**src/rtl/srt4_pkg.sv**
```systemverilog
// Shared types and constants for the radix-4 SRT divider control sequencer.
package srt4_pkg;

    localparam int unsigned W      = 8;
    localparam int unsigned N_ITER = W / 2;
    localparam int unsigned CNT_W  = 3;

    typedef enum logic [3:0] {
        StIdle,
        StLoad,
        StZchk,
        StNorm,
        StIterSh,
        StIterAdd,
        StCorr,
        StConv,
        StDenorm,
        StDone
    } state_e;

    typedef enum logic [2:0] {
        DigM2,
        DigM1,
        DigZ,
        DigP1,
        DigP2
    } digit_e;

    // Lower bound of the estimate window for each digit, as a signed 4-bit value.
    localparam logic signed [3:0] TH_P2 = 4'sd3;
    localparam logic signed [3:0] TH_P1 = 4'sd1;
    localparam logic signed [3:0] TH_Z  = -4'sd1;
    localparam logic signed [3:0] TH_M1 = -4'sd3;

endpackage

```
**src/rtl/srt4_qsel.sv**
```systemverilog
// Quotient digit selection: maps the signed P estimate window to a radix-4 digit.
module srt4_qsel
    import srt4_pkg::*;
(
    input  logic [3:0] p_est,
    output digit_e     digit
);

    logic signed [3:0] t;

    always_comb begin
        t = signed'(p_est);
        if (t >= TH_P2) begin
            digit = DigP2;
        end else if (t >= TH_P1) begin
            digit = DigP1;
        end else if (t >= TH_Z) begin
            digit = DigZ;
        end else if (t >= TH_M1) begin
            digit = DigM1;
        end else begin
            digit = DigM2;
        end
    end

endmodule

```
**src/rtl/srt4_control.sv**
```systemverilog
// Control sequencer for the radix-4 SRT divider; issues registered c0..c14 pulses,
// each followed by a settle cycle before any datapath status is sampled.
module srt4_control
    import srt4_pkg::*;
(
    input  logic       clk,
    input  logic       rst,
    input  logic       start,
    input  logic       b_msb,
    input  logic       b_zero,
    input  logic [3:0] p_est,
    input  logic       p_sign,
    output logic       c0,
    output logic       c1,
    output logic       c2,
    output logic       c3,
    output logic       c4,
    output logic       c5,
    output logic       c6,
    output logic       c7,
    output logic       c8,
    output logic       c9,
    output logic       c10,
    output logic       c11,
    output logic       c12,
    output logic       c13,
    output logic       c14,
    output logic       busy,
    output logic       done,
    output logic       div_err
);

    localparam int unsigned IT_W = $clog2(N_ITER + 1);
    localparam logic [CNT_W-1:0] NORM_MAX = CNT_W'(W - 1);
    localparam logic [IT_W-1:0]  IT_LAST  = IT_W'(N_ITER - 1);

    state_e            state_q, state_d;
    logic              phase_q, phase_d;   // 0: decide/settle cycle, 1: pulse cycle
    logic [14:0]       c_q, c_d;
    logic              busy_q, busy_d;
    logic              done_q, done_d;
    logic              div_err_q, div_err_d;
    logic [CNT_W-1:0]  norm_cnt_q, norm_cnt_d;
    logic [IT_W-1:0]   it_cnt_q, it_cnt_d;
    digit_e            digit_q, digit_d;
    digit_e            digit;

    srt4_qsel u_qsel (
        .p_est (p_est),
        .digit (digit)
    );

    always_comb begin
        state_d    = state_q;
        phase_d    = 1'b0;
        c_d        = '0;
        busy_d     = busy_q;
        done_d     = 1'b0;
        div_err_d  = div_err_q;
        norm_cnt_d = norm_cnt_q;
        it_cnt_d   = it_cnt_q;
        digit_d    = digit_q;

        unique case (state_q)
            StIdle: begin
                if (start) begin
                    state_d   = StLoad;
                    busy_d    = 1'b1;
                    div_err_d = 1'b0;
                end
            end
            StLoad: begin
                if (!phase_q) begin
                    c_d[0]     = 1'b1;
                    c_d[1]     = 1'b1;
                    norm_cnt_d = '0;
                    phase_d    = 1'b1;
                end else begin
                    state_d = StZchk;
                end
            end
            StZchk: begin
                if (b_zero) begin
                    div_err_d = 1'b1;
                    state_d   = StDone;
                end else begin
                    state_d = StNorm;
                end
            end
            StNorm: begin
                if (!phase_q) begin
                    if (!b_msb) begin
                        c_d[2]  = 1'b1;
                        phase_d = 1'b1;
                        if (norm_cnt_q != NORM_MAX) begin
                            norm_cnt_d = norm_cnt_q + 1'b1;
                        end
                    end else begin
                        state_d  = StIterSh;
                        it_cnt_d = '0;
                    end
                end
            end
            StIterSh: begin
                if (!phase_q) begin
                    digit_d = digit;
                    c_d[3]  = 1'b1;
                    c_d[4]  = (digit == DigP1);
                    c_d[5]  = (digit == DigM1);
                    c_d[6]  = (digit == DigM2);
                    c_d[7]  = (digit == DigP2);
                    phase_d = 1'b1;
                end else if (digit_q != DigZ) begin
                    state_d = StIterAdd;
                end else begin
                    it_cnt_d = it_cnt_q + 1'b1;
                    state_d  = (it_cnt_q == IT_LAST) ? StCorr : StIterSh;
                end
            end
            StIterAdd: begin
                if (!phase_q) begin
                    c_d[8]  = 1'b1;
                    c_d[9]  = (digit_q == DigP2) || (digit_q == DigM2);
                    c_d[10] = (digit_q == DigP2) || (digit_q == DigP1);
                    phase_d = 1'b1;
                end else begin
                    it_cnt_d = it_cnt_q + 1'b1;
                    state_d  = (it_cnt_q == IT_LAST) ? StCorr : StIterSh;
                end
            end
            StCorr: begin
                if (!phase_q) begin
                    if (p_sign) begin
                        c_d[8]  = 1'b1;
                        c_d[11] = 1'b1;
                        c_d[12] = 1'b1;
                        phase_d = 1'b1;
                    end else begin
                        state_d = StConv;
                    end
                end else begin
                    state_d = StConv;
                end
            end
            StConv: begin
                if (!phase_q) begin
                    c_d[13] = 1'b1;
                    phase_d = 1'b1;
                end else begin
                    state_d = StDenorm;
                end
            end
            StDenorm: begin
                if (!phase_q) begin
                    if (norm_cnt_q != '0) begin
                        c_d[14]    = 1'b1;
                        norm_cnt_d = norm_cnt_q - 1'b1;
                        phase_d    = 1'b1;
                    end else begin
                        state_d = StDone;
                    end
                end
            end
            StDone: begin
                if (!phase_q) begin
                    done_d  = 1'b1;
                    phase_d = 1'b1;
                end else begin
                    state_d = StIdle;
                    busy_d  = 1'b0;
                end
            end
            default: begin
                state_d = StIdle;
                busy_d  = 1'b0;
            end
        endcase
    end

    always_ff @(posedge clk) begin
        if (rst) begin
            state_q    <= StIdle;
            phase_q    <= 1'b0;
            c_q        <= '0;
            busy_q     <= 1'b0;
            done_q     <= 1'b0;
            div_err_q  <= 1'b0;
            norm_cnt_q <= '0;
            it_cnt_q   <= '0;
            digit_q    <= DigZ;
        end else begin
            state_q    <= state_d;
            phase_q    <= phase_d;
            c_q        <= c_d;
            busy_q     <= busy_d;
            done_q     <= done_d;
            div_err_q  <= div_err_d;
            norm_cnt_q <= norm_cnt_d;
            it_cnt_q   <= it_cnt_d;
            digit_q    <= digit_d;
        end
    end

    assign c0      = c_q[0];
    assign c1      = c_q[1];
    assign c2      = c_q[2];
    assign c3      = c_q[3];
    assign c4      = c_q[4];
    assign c5      = c_q[5];
    assign c6      = c_q[6];
    assign c7      = c_q[7];
    assign c8      = c_q[8];
    assign c9      = c_q[9];
    assign c10     = c_q[10];
    assign c11     = c_q[11];
    assign c12     = c_q[12];
    assign c13     = c_q[13];
    assign c14     = c_q[14];
    assign busy    = busy_q;
    assign done    = done_q;
    assign div_err = div_err_q;

endmodule
```
**config.mk**
```make
export PLATFORM = sky130hd
export DESIGN_NAME = srt4_control
export DESIGN_NICKNAME = d
export VERILOG_FILES = /design/src/rtl/srt4_pkg.sv /design/src/rtl/srt4_qsel.sv /design/src/rtl/srt4_control.sv
export SDC_FILE = /design/constraint.sdc
export NUM_CORES = 1
export LEC_CHECK = 0
export CORE_MARGIN = 8
export CORE_UTILIZATION = 54
export CTS_BUF_LIST = sky130_fd_sc_hd__clkbuf_2 sky130_fd_sc_hd__clkbuf_4 sky130_fd_sc_hd__clkbuf_8
export DETAILED_ROUTE_END_ITERATION = 8
export PLACE_DENSITY_LB_ADDON = 0.15
export REMOVE_ABC_BUFFERS = 1
export SYNTH_ARGS = -nofsm -noshare
export SYNTH_HDL_FRONTEND = slang
export SYNTH_SLANG_ARGS = --single-unit
```
**constraint.sdc**
```tcl
create_clock -name clk -period 5.95 [get_ports clk]
set_input_delay 0.8925 -clock clk [delete_from_list [all_inputs] [get_ports clk]]
set_output_delay 0.8925 -clock clk [all_outputs]
set_load 0.02 [all_outputs]
```
==> tab_implementation.tex, run 1 <==
\begin{tabular}{lr}
\hline
Metric & Value \\
\hline
\multicolumn{2}{l}{\textbf{Layout}} \\
Signed area change from the synthesized netlist to the final layout & 18.5\% \\
Total Nets Final & 218 \\
Leading cell types in the layout, fill and taps excluded & dfxtp\_1 (30), clkdlybuf4s50\_1 (27), nor2\_1 (18) \\
Number of filler cells placed in the layout & 260 \\
Fraction of layout cells with a size suffix above 1 & 12.7\% \\
Sequential cell area & 601 um2 \\
Footprint of the multi-input gates & 935 um2 \\
Layout Utilization & 65.8\% \\
Ant diodes & 0 \\
Most common cell after layout, fill and taps aside & dfxtp\_1 \\
\multicolumn{2}{l}{\textbf{Setup path}} \\
Beginning of the critical path & state\_q[3] \\
Reg-to-reg critical path endpoint & norm\_cnt\_q[2] \\
Worst path arrival time & 2.73 ns \\
Critical Path, Cell by Cell & nor4b\_4 > inv\_1 > fa\_1 > mux2i\_1 > nor2\_1 > o221a\_2 \\
Crit Reg-Reg Startpoint & state\_q[3] \\
Reg2Reg Depth & 6 \\
Critical Path Start Type & flip-flop \\
Critical Path Max Stage Delay & 0.83 ns \\
CP Data Required Time & 6.16 ns \\
Slowest stage cell, crit path & dfxtp\_1 \\
Type of element capturing the critical path & flip-flop \\
Capture point of the worst path & norm\_cnt\_q[2] \\
Reg2reg setup slack & 3.43 ns \\
Critical Setup Path Class & reg -> reg \\
Crit path max fanout & 20 \\
\multicolumn{2}{l}{\textbf{Global routing}} \\
Grt peak-use layer & met2 \\
Via count of the first global-routing pass & 1,367 \\
Met3 track demand over resource & 3.91\% \\
Wire length of the first global-routing pass & 6290 um \\
Pin count of the biggest net entering global routing & 26 \\
Met1 track demand over resource & 16.3\% \\
GRT Util Overall & 15.1\% \\
Antenna violations before repair & 0 \\
Met2 demand-to-capacity share in global routing & 28.0\% \\
Grt ovf & 0 \\
\multicolumn{2}{l}{\textbf{Clock network}} \\
Number of buffers created by CTS & 5 \\
Hold bufs inserted after CTS & 0 \\
Resized Gates After CTS & 0 \\
Number of H-tree levels & 2 \\
Clk sink count & 30 \\
Clock root buffer & clkbuf\_4 \\
Max Root-Sink Buffers & 2 \\
Total setup buffers inserted after CTS & 0 \\
TritonCTS clock tree & done \\
Clock transition time at the flip-flop clock pins of the worst setup and hold paths & 0.10 ns \\
Clk\_lat worst skew & 0.32 ns \\
\multicolumn{2}{l}{\textbf{Power and ir drop}} \\
Leakage power & 0.665 nW \\
IR drop worst, VDD & 0.000273 V \\
Power share of the sequential group & 42.7\% \\
Sw Ratio & 36.2\% \\
Combinational fraction of design power & 31.2\% \\
Power Total & 0.638 mW \\
Power per unit of standard cell area & 326 nW/um2 \\
Net switching power & 0.231 mW \\
Pint & 0.407 mW \\
Clock power frac & 26.1\% \\
\multicolumn{2}{l}{\textbf{Logic synthesis}} \\
Synth async-reset ratio & 0\% \\
Commonest register cell after synthesis & dfxtp\_1 \\
Synth warn & 0 \\
Count of different cell masters after synthesis & 60 \\
Count of flip-flops with a built-in enable after synthesis & 0 \\
Sequential share of the synthesized area & 36.3\% \\
Synth Cell Area & 1650 um2 \\
Post-synthesis register bit count & 30 \\
Mean instance size in the synthesized netlist & 8.93 um2 \\
Post-Synthesis Cells & 185 \\
\multicolumn{2}{l}{\textbf{Floorplan}} \\
I/O pin count & 28 \\
Die extent in x & 71.3 um \\
Die outline height & 71.3 um \\
Number of rows created at floorplan & 20 \\
Initial standard-cell utilization of the core & 55.5\% \\
Core Box Area & 2980 um2 \\
Die area & 5090 um2 \\
\multicolumn{2}{l}{\textbf{Timing}} \\
Actual slew at the worst max-slew pin & 0.891 ns \\
Final Hold Vio Count & 0 \\
Summed negative setup slack over all endpoints & 0 ns \\
Final setup violation count & 0 \\
Worst slew margin & 40.5\% \\
Worst hold slack across all endpoints & 0.470 ns \\
Minimum period implied by the final worst setup slack & 2.52 ns \\
Number of max-slew violations in the final report & 0 \\
Unrepaired setup endpoints after global routing & no \\
Portion of the clock cycle consumed by the worst path in the final layout & 42.4\% \\
Maximum frequency from static timing analysis & 0.396 GHz \\
Clock tree skew after final layout & 0.0151 ns \\
\multicolumn{2}{l}{\textbf{Drt}} \\
Post-DR vias/cell & 6.21 \\
Remaining DRCs & 0 \\
Iter 0 DRT Violations & 108 \\
Via count & 1,477 \\
Number of detailed-routing iterations run before antenna repair & 4 \\
Total Wirelength & 3940 um \\
Wire per inst & 16.6 um \\
Number of nets with antenna violations after routing & 0 \\
\multicolumn{2}{l}{\textbf{Placed design}} \\
Post-DP HPWL & 2870 um \\
Port Buffer Count & 27 \\
Final weighted congestion in routability-driven placement & 0.837 \\
\multicolumn{2}{l}{\textbf{Run status}} \\
Run status & finished clean \\
\multicolumn{2}{l}{\textbf{Flow run}} \\
Max Cap Viol & 0 \\
\multicolumn{2}{l}{\textbf{Worst hold path}} \\
Cell depth of the worst min-delay path & 1 \\
Path type of the worst min-delay path & reg -> reg \\
\hline
\end{tabular}
worst max-delay path: cells and delay by family, from the launching register on:
kind            cells  cell delay (ns)
buf+inv             1             0.19
flops               1             0.83
simple gates        2             0.51
compound gates      1             0.28
fa+ha+maj           1             0.45
mux                 1             0.16
metrics by stage:
step                instance area, um2  setup slack [ns]  cells
floorplan                         1570              3.83    171
global placement                  1880              3.40    231
detailed placement                1880              3.32    231
CTS                               1960              3.42    238
global route                      1960              3.33    238
finish                            1960              3.43    238
cells by family after synthesis:
| group | count (synthesis) | share of synthesized area (%) |
|---|---|---|
| and+or+nand+nor | 74 | 28.5 |
| AOI/OAI and AO/OA | 50 | 21.8 |
| DFF | 30 | 36.3 |
| buffers and inverters | 22 | 7.12 |
| muxes | 4 | 2.42 |
| adders and majority gates | 3 | 2.73 |
| xor gates and xnor gates | 2 | 1.06 |
routing by layer:
metal / wire, um / part of all wire, %
met1: 1590 / 40
met2: 2040 / 52
met3: 279 / 7.1
met4: 31 / 0.79
met5: 0 / 0
power by group through the flow:
stage	Combinational, mW	Sequential (mW)	Clock [mW]
floorplan	0.134	0.271	0
CTS	0.199	0.270	0.167
global route	0.217	0.276	0.175
global placement	0.192	0.273	0
finish	0.199	0.272	0.166
detailed placement	0.196	0.275	0
synth_stat cells, drive strengths merged (4+ instances only):
cell type,number,area [um2]
dfxtp,30,601
mux2i,4,40.0
o31ai,4,30.0
a21oi,16,91.3
nand2,10,37.5
buf,12,80.1
nor2,20,85.1
nand2b,4,25.0
inv,8,30.0
o21ai,8,40.0
nor3,12,76.3
registers in the layout (all words and copies together), names as in the netlist:
register and count:
phase_q 1, done 1, state_q 4, div_err 1, c_q 13, digit_q 3, it_cnt_q 3, norm_cnt_q 3
busy 1
worst min path at each step:
stage	to	slack (ns)	from
3_5_place_dp	c_q[9]	0.47	digit_q[1]
4_1_cts	c_q[9]	0.46	digit_q[1]
3_3_place_gp	c_q[9]	0.46	digit_q[1]
5_1_grt	c_q[9]	0.48	digit_q[1]
6_report	c_q[9]	0.47	digit_q[1]
2_1_floorplan	c_q[9]	0.44	digit_q[1]
area by class of cell:
class / instances / area share, %
Multi-Input combinational cell: 133 / 47.7
Clock buffer: 6 / 2.62
Timing Repair Buffer: 27 / 13.8
Clock inverter: 1 / 1.53
Sequential cell: 30 / 30.7
Inverter: 8 / 1.53
Tap cell: 33 / 2.11
Note: power is estimated with default switching activity, not from simulation.
==> run 2, diff against run 1 <==
--- a/config.mk
+++ b/config.mk
@@ -6,7 +6,7 @@
 export NUM_CORES = 1
 export LEC_CHECK = 0
 export CORE_MARGIN = 8
-export CORE_UTILIZATION = 54
+export CORE_UTILIZATION = 49
 export CTS_BUF_LIST = sky130_fd_sc_hd__clkbuf_2 sky130_fd_sc_hd__clkbuf_4 sky130_fd_sc_hd__clkbuf_8
 export DETAILED_ROUTE_END_ITERATION = 8
 export PLACE_DENSITY_LB_ADDON = 0.15
==> constraint.sdc (replaced) <==
create_clock -name clk -period 2.15 [get_ports clk]
set_input_delay 0.3225 -clock clk [delete_from_list [all_inputs] [get_ports clk]]
set_output_delay 0.3225 -clock clk [all_outputs]
set_load 0.02 [all_outputs]
==> tab_implementation.tex, run 2 (synthesis gave the netlist of run 1 again) <==
\begin{tabular}{lr}
\hline
Metric & Value \\
\hline
\multicolumn{2}{l}{\textbf{Layout}} \\
Register bank with the most flops & c\_q (unchanged) \\
Number of filler cells placed in the layout & 295 (was 260) \\
Leading cell types in the layout, fill and taps excluded & dfxtp\_1 (30), clkdlybuf4s50\_1 (27), nor2\_1 (18) (unchanged) \\
Total Nets Final & 225 (was 218) \\
Fraction of layout cells with a size suffix above 1 & 15.6\% (was 12.7\%) \\
Sequential cell area & 601 um2 (unchanged) \\
Footprint of the multi-input gates & 935 um2 (unchanged) \\
Max FFs per register & 13 (unchanged) \\
Most common cell after layout, fill and taps aside & dfxtp\_1 (unchanged) \\
Registers with the highest flip-flop counts & c\_q x13, state\_q x4 (unchanged) \\
Ant diodes & 0 (unchanged) \\
Cell area after layout & 2030 um2 (was 1960 um2) \\
Signed area change from the synthesized netlist to the final layout & 22.6\% (was 18.5\%) \\
\multicolumn{2}{l}{\textbf{Drt}} \\
Post-DR vias/cell & 5.71 (was 6.21) \\
Iter 0 DRT Violations & 49 (was 108) \\
Remaining DRCs & 0 (unchanged) \\
Wire per inst & 15.5 um (was 16.6 um) \\
Via count & 1,472 (was 1,477) \\
Total Wirelength & 4000 um (was 3940 um) \\
Number of detailed-routing iterations run before antenna repair & 4 (unchanged) \\
Number of nets with antenna violations after routing & 0 (unchanged) \\
\multicolumn{2}{l}{\textbf{Flow run}} \\
Max Cap Viol & 0 (unchanged) \\
\multicolumn{2}{l}{\textbf{Setup path}} \\
Critical Path Max Stage Delay & 0.44 ns (was 0.83 ns) \\
Critical Path, Cell by Cell & nor4b\_4 > inv\_1 > fa\_1 > mux2i\_1 > nor2\_1 > o221a\_2 (unchanged) \\
Worst path arrival time & 2.17 ns (was 2.73 ns) \\
Crit path max fanout & 5 (was 20) \\
Type of element capturing the critical path & flip-flop (unchanged) \\
Slowest stage cell, crit path & fa\_1 (was dfxtp\_1) \\
Beginning of the critical path & state\_q[0] (was state\_q[3]) \\
Count of buffering cells on the critical path with inverters included & 1 (unchanged) \\
Critical Path Start Type & flip-flop (unchanged) \\
CP Data Required Time & 2.37 ns (was 6.16 ns) \\
Crit Reg-Reg Startpoint & state\_q[0] (was state\_q[3]) \\
Critical Setup Path Class & reg -> reg (unchanged) \\
Crit-path leading delay family & simple AND/OR/NAND/NOR gates (was flip-flops) \\
\multicolumn{2}{l}{\textbf{Timing}} \\
Unrepaired setup endpoints after global routing & no (unchanged) \\
Final Hold Vio Count & 0 (unchanged) \\
Worst slew margin & 72.7\% (was 40.5\%) \\
Summed negative setup slack over all endpoints & 0 ns (unchanged) \\
Final setup violation count & 0 (unchanged) \\
Portion of the clock cycle consumed by the worst path in the final layout & 90.5\% (was 42.4\%) \\
Worst hold slack across all endpoints & 0.484 ns (was 0.470 ns) \\
Actual slew at the worst max-slew pin & 0.409 ns (was 0.891 ns) \\
Clock tree skew after final layout & 0.00810 ns (was 0.0151 ns) \\
Maximum frequency from static timing analysis & 0.514 GHz (was 0.396 GHz) \\
Number of max-slew violations in the final report & 0 (unchanged) \\
Minimum period implied by the final worst setup slack & 1.95 ns (was 2.52 ns) \\
\multicolumn{2}{l}{\textbf{Placed design}} \\
Post-DP HPWL & 2960 um (was 2870 um) \\
Final weighted congestion in routability-driven placement & 0.872 (was 0.837) \\
Port Buffer Count & 27 (unchanged) \\
Placed standard-cell area & 1950 um2 (was 1880 um2) \\
\multicolumn{2}{l}{\textbf{Clock network}} \\
Clock transition time at the flip-flop clock pins of the worst setup and hold paths & 0.10 ns (about the same) \\
TritonCTS clock tree & done (unchanged) \\
Number of H-tree levels & 2 (unchanged) \\
Clk\_lat worst skew & 0.32 ns (about the same) \\
Total setup buffers inserted after CTS & 0 (unchanged) \\
Clock root buffer & clkbuf\_4 (unchanged) \\
Number of buffers created by CTS & 5 (unchanged) \\
Hold bufs inserted after CTS & 0 (unchanged) \\
Clk sink count & 30 (unchanged) \\
Max Root-Sink Buffers & 2 (unchanged) \\
Resized Gates After CTS & 0 (unchanged) \\
\multicolumn{2}{l}{\textbf{Power and ir drop}} \\
Power per unit of standard cell area & 896 nW/um2 (was 326 nW/um2) \\
Leakage power & 0.701 nW (was 0.665 nW) \\
IR drop worst, VDD & 0.000378 V (was 0.000273 V) \\
\multicolumn{2}{l}{\textbf{Run status}} \\
Run status & finished clean (unchanged) \\
\multicolumn{2}{l}{\textbf{Worst hold path}} \\
Hold Startpoint & digit\_q[1] (unchanged) \\
Path type of the worst min-delay path & reg -> reg (unchanged) \\
\multicolumn{2}{l}{\textbf{Floorplan}} \\
Initial standard-cell utilization of the core & 50.3\% (was 55.5\%) \\
Core Box Area & 3280 um2 (was 2980 um2) \\
Die extent in x & 74.1 um (was 71.3 um) \\
I/O pin count & 28 (unchanged) \\
Die area & 5490 um2 (was 5090 um2) \\
Die outline height & 74.1 um (was 71.3 um) \\
Number of rows created at floorplan & 21 (was 20) \\
\multicolumn{2}{l}{\textbf{Global routing}} \\
GRT Util Overall & 15.7\% (was 15.1\%) \\
Wire length of the first global-routing pass & 6760 um (was 6290 um) \\
Antenna violations before repair & 0 (unchanged) \\
Pin count of the biggest net entering global routing & 25 (was 26) \\
Via count of the first global-routing pass & 1,448 (was 1,367) \\
Grt ovf & 0 (unchanged) \\
\hline
\end{tabular}
## run 2: worst paths after layout
path                   endpoint  slack [ns]  cells after the start
setup / recovery  norm_cnt_q[2]        0.20                      6
hold / removal           c_q[9]        0.48                      1
setup reg to reg  norm_cnt_q[2]        0.20                      6
hold reg to reg          c_q[9]        0.48                      1
## run 2: worst register-to-register path, stage by stage (launching register included)
cell     delay (ns)
dfxtp_1        0.35
nor4b_4        0.40
inv_1          0.17
fa_1           0.44
mux2i_1        0.17
nor2_1         0.06
o221a_2        0.27
## run 2: layout make-up
class                           count  share of cell area, %
Clock buffer                        6                   2.53
Clock inverter                      1                   1.48
Inverter                            8                   1.48
Multi-Input combinational cell    133                   46.1
Sequential cell                    30                   29.6
Tap cell                           46                   2.84
Timing Repair Buffer               34                   15.9
## run 2: through the flow
step	setup WS, ns	power, mW	utilization (%)	cells
6_report	0.204	1.82	61.7	258
3_3_place_gp	0.287	1.33	59.2	251
3_5_place_dp	0.209	1.35	59.2	251
2_1_floorplan	0.0334	1.12	-	171
4_1_cts	0.185	1.81	61.7	258
5_1_grt	0.0784	1.92	61.7	258
## run 2: routing by layer
layer | wire length (um) | part of all wire (%) | up-vias | GRT usage (%)
li1 | - | - | 734 | -
met1 | 1710 | 43 | 693 | 17.8
met2 | 2050 | 51 | 37 | 26.9
met3 | 169 | 4.2 | 8 | 4.99
met4 | 71 | 1.8 | 0 | 5.32
met5 | 0 | 0 | - | 0
## run 2: where the power goes
group	switching [mW]	internal, mW	total (mW)
sequential	0.0491	0.603	0.652
combinational	0.417	0.280	0.697
clock	0.197	0.271	0.468
==> variant (config.mk and constraints of run 2) <==
Remove the register `done_q`: a continuous assignment takes its place, so the output `done` follows one clock earlier.
--- a/src/rtl/srt4_control.sv
+++ b/src/rtl/srt4_control.sv
@@ -183,7 +183,6 @@
             phase_q    <= 1'b0;
             c_q        <= '0;
             busy_q     <= 1'b0;
-            done_q     <= 1'b0;
             div_err_q  <= 1'b0;
             norm_cnt_q <= '0;
             it_cnt_q   <= '0;
@@ -193,13 +192,14 @@
             phase_q    <= phase_d;
             c_q        <= c_d;
             busy_q     <= busy_d;
-            done_q     <= done_d;
             div_err_q  <= div_err_d;
             norm_cnt_q <= norm_cnt_d;
             it_cnt_q   <= it_cnt_d;
             digit_q    <= digit_d;
         end
     end
+
+    assign done_q = done_d;
 
     assign c0      = c_q[0];
     assign c1      = c_q[1];
Check against the original RTL: not equivalent (a bounded check fails within 10 cycles, from zero or initial values and one cycle with rst high).
==> variant against run 2 <==
Via count down 5.6%. Worst setup slack better by 0.0039 ns. Cell area down 6.2%. Sequential cell count down 1. Area after synthesis down 6.4%. Clock skew down 0.0027 ns. Wire length down 6.6%. Power down 14%. Largest power group is now sequential cells.
==> variant: results (changes against run 2) <==
- Status: finished clean (unchanged)
- DRT iter0 DRCs: 133 (was 49)
- Hpwl dp: 2750 um (was 2960 um)
- M2 GR Usage: 26.5% (was 26.9%)
- Vias post-DR: 1390 (was 1472)
- Logic pwr share: 37.9% (was 38.4%)
- All-Layer GR Usage: 15.3% (was 15.7%)
- Drt wl/cell: 15.1 um (was 15.5 um)
- Post-synthesis cell type count: 54 (was 60)
- First-pass GRT wire length: 6260 um (was 6760 um)
- Largest net degree at the start of global routing: 19 (was 25)
- Crit path max fanout: 6 (was 5)
- HP Start: it_cnt_q[2]$_SDFFE_PP0P_ (was digit_q[1]$_SDFFE_PP1P_)
- Power Total: 1.56 mW (was 1.82 mW)
- Layout cells sized above 1: 12.3% (was 15.6%)
- Area delta synth->final: 22.9% (was 22.6%)
- Fraction of area in multi-input gates: 45.1% (was 46.1%)
- Synth Area in Compound Gates: 21.7% (was 21.8%)
- Peak supply drop: 0.373 mV (was 0.378 mV)
- Crit-path max cell delay: 0.55 ns (was 0.44 ns)
- PostCTS Resize Cnt: 1 (was 0)
- Final wirelength: 3730 um (was 4000 um)
- Clock skew: 0.00538 ns (was 0.00810 ns)
- XOR/XNOR share of the synthesized area: 1.13% (was 1.06%)
- Met3 GRT Util: 5.37% (was 4.99%)
- GR met1 Demand/Resource: 16.7% (was 17.8%)
- Die X: 72.2 um (was 74.1 um)
- Register area: 581 um2 (was 601 um2)
- Routability Congestion: 0.866 (was 0.872)
- Inverter count: 5 (was 8)
- Syn Inst Count: 176 (was 185)
## variant: changes by cell type after synthesis, moves of 5 or more
cell,run 2,this run
clkbuf_1,2,7
nor3_1,10,5
nor4_1,1,6
a21oi_1,13,6
o21ai_0,2,7
## variant: metal layers
layer	part of all wire (%)	vias up
met1	42	650
met2	50	36
met4	1.3	0
met3	6.5	7
li1	-	697
met5	0	-
## variant: how the worst max path moves through the flow
stage	startpoint	to	slack (ns)	cells past startpoint
5_1_grt	state_q[0]$_SDFFE_PP0P_	done	0.1	4
4_1_cts	state_q[0]$_SDFFE_PP0P_	done	0.23	4
6_report	state_q[3]$_SDFFE_PP0P_	norm_cnt_q[2]$_SDFFE_PP0P_	0.21	6
3_3_place_gp	rst	digit_q[2]$_SDFFE_PP0P_	0.17	5
2_1_floorplan	state_q[0]$_SDFFE_PP0P_	norm_cnt_q[2]$_SDFFE_PP0P_	0.13	6
3_5_place_dp	rst	digit_q[2]$_SDFFE_PP0P_	0.12	5
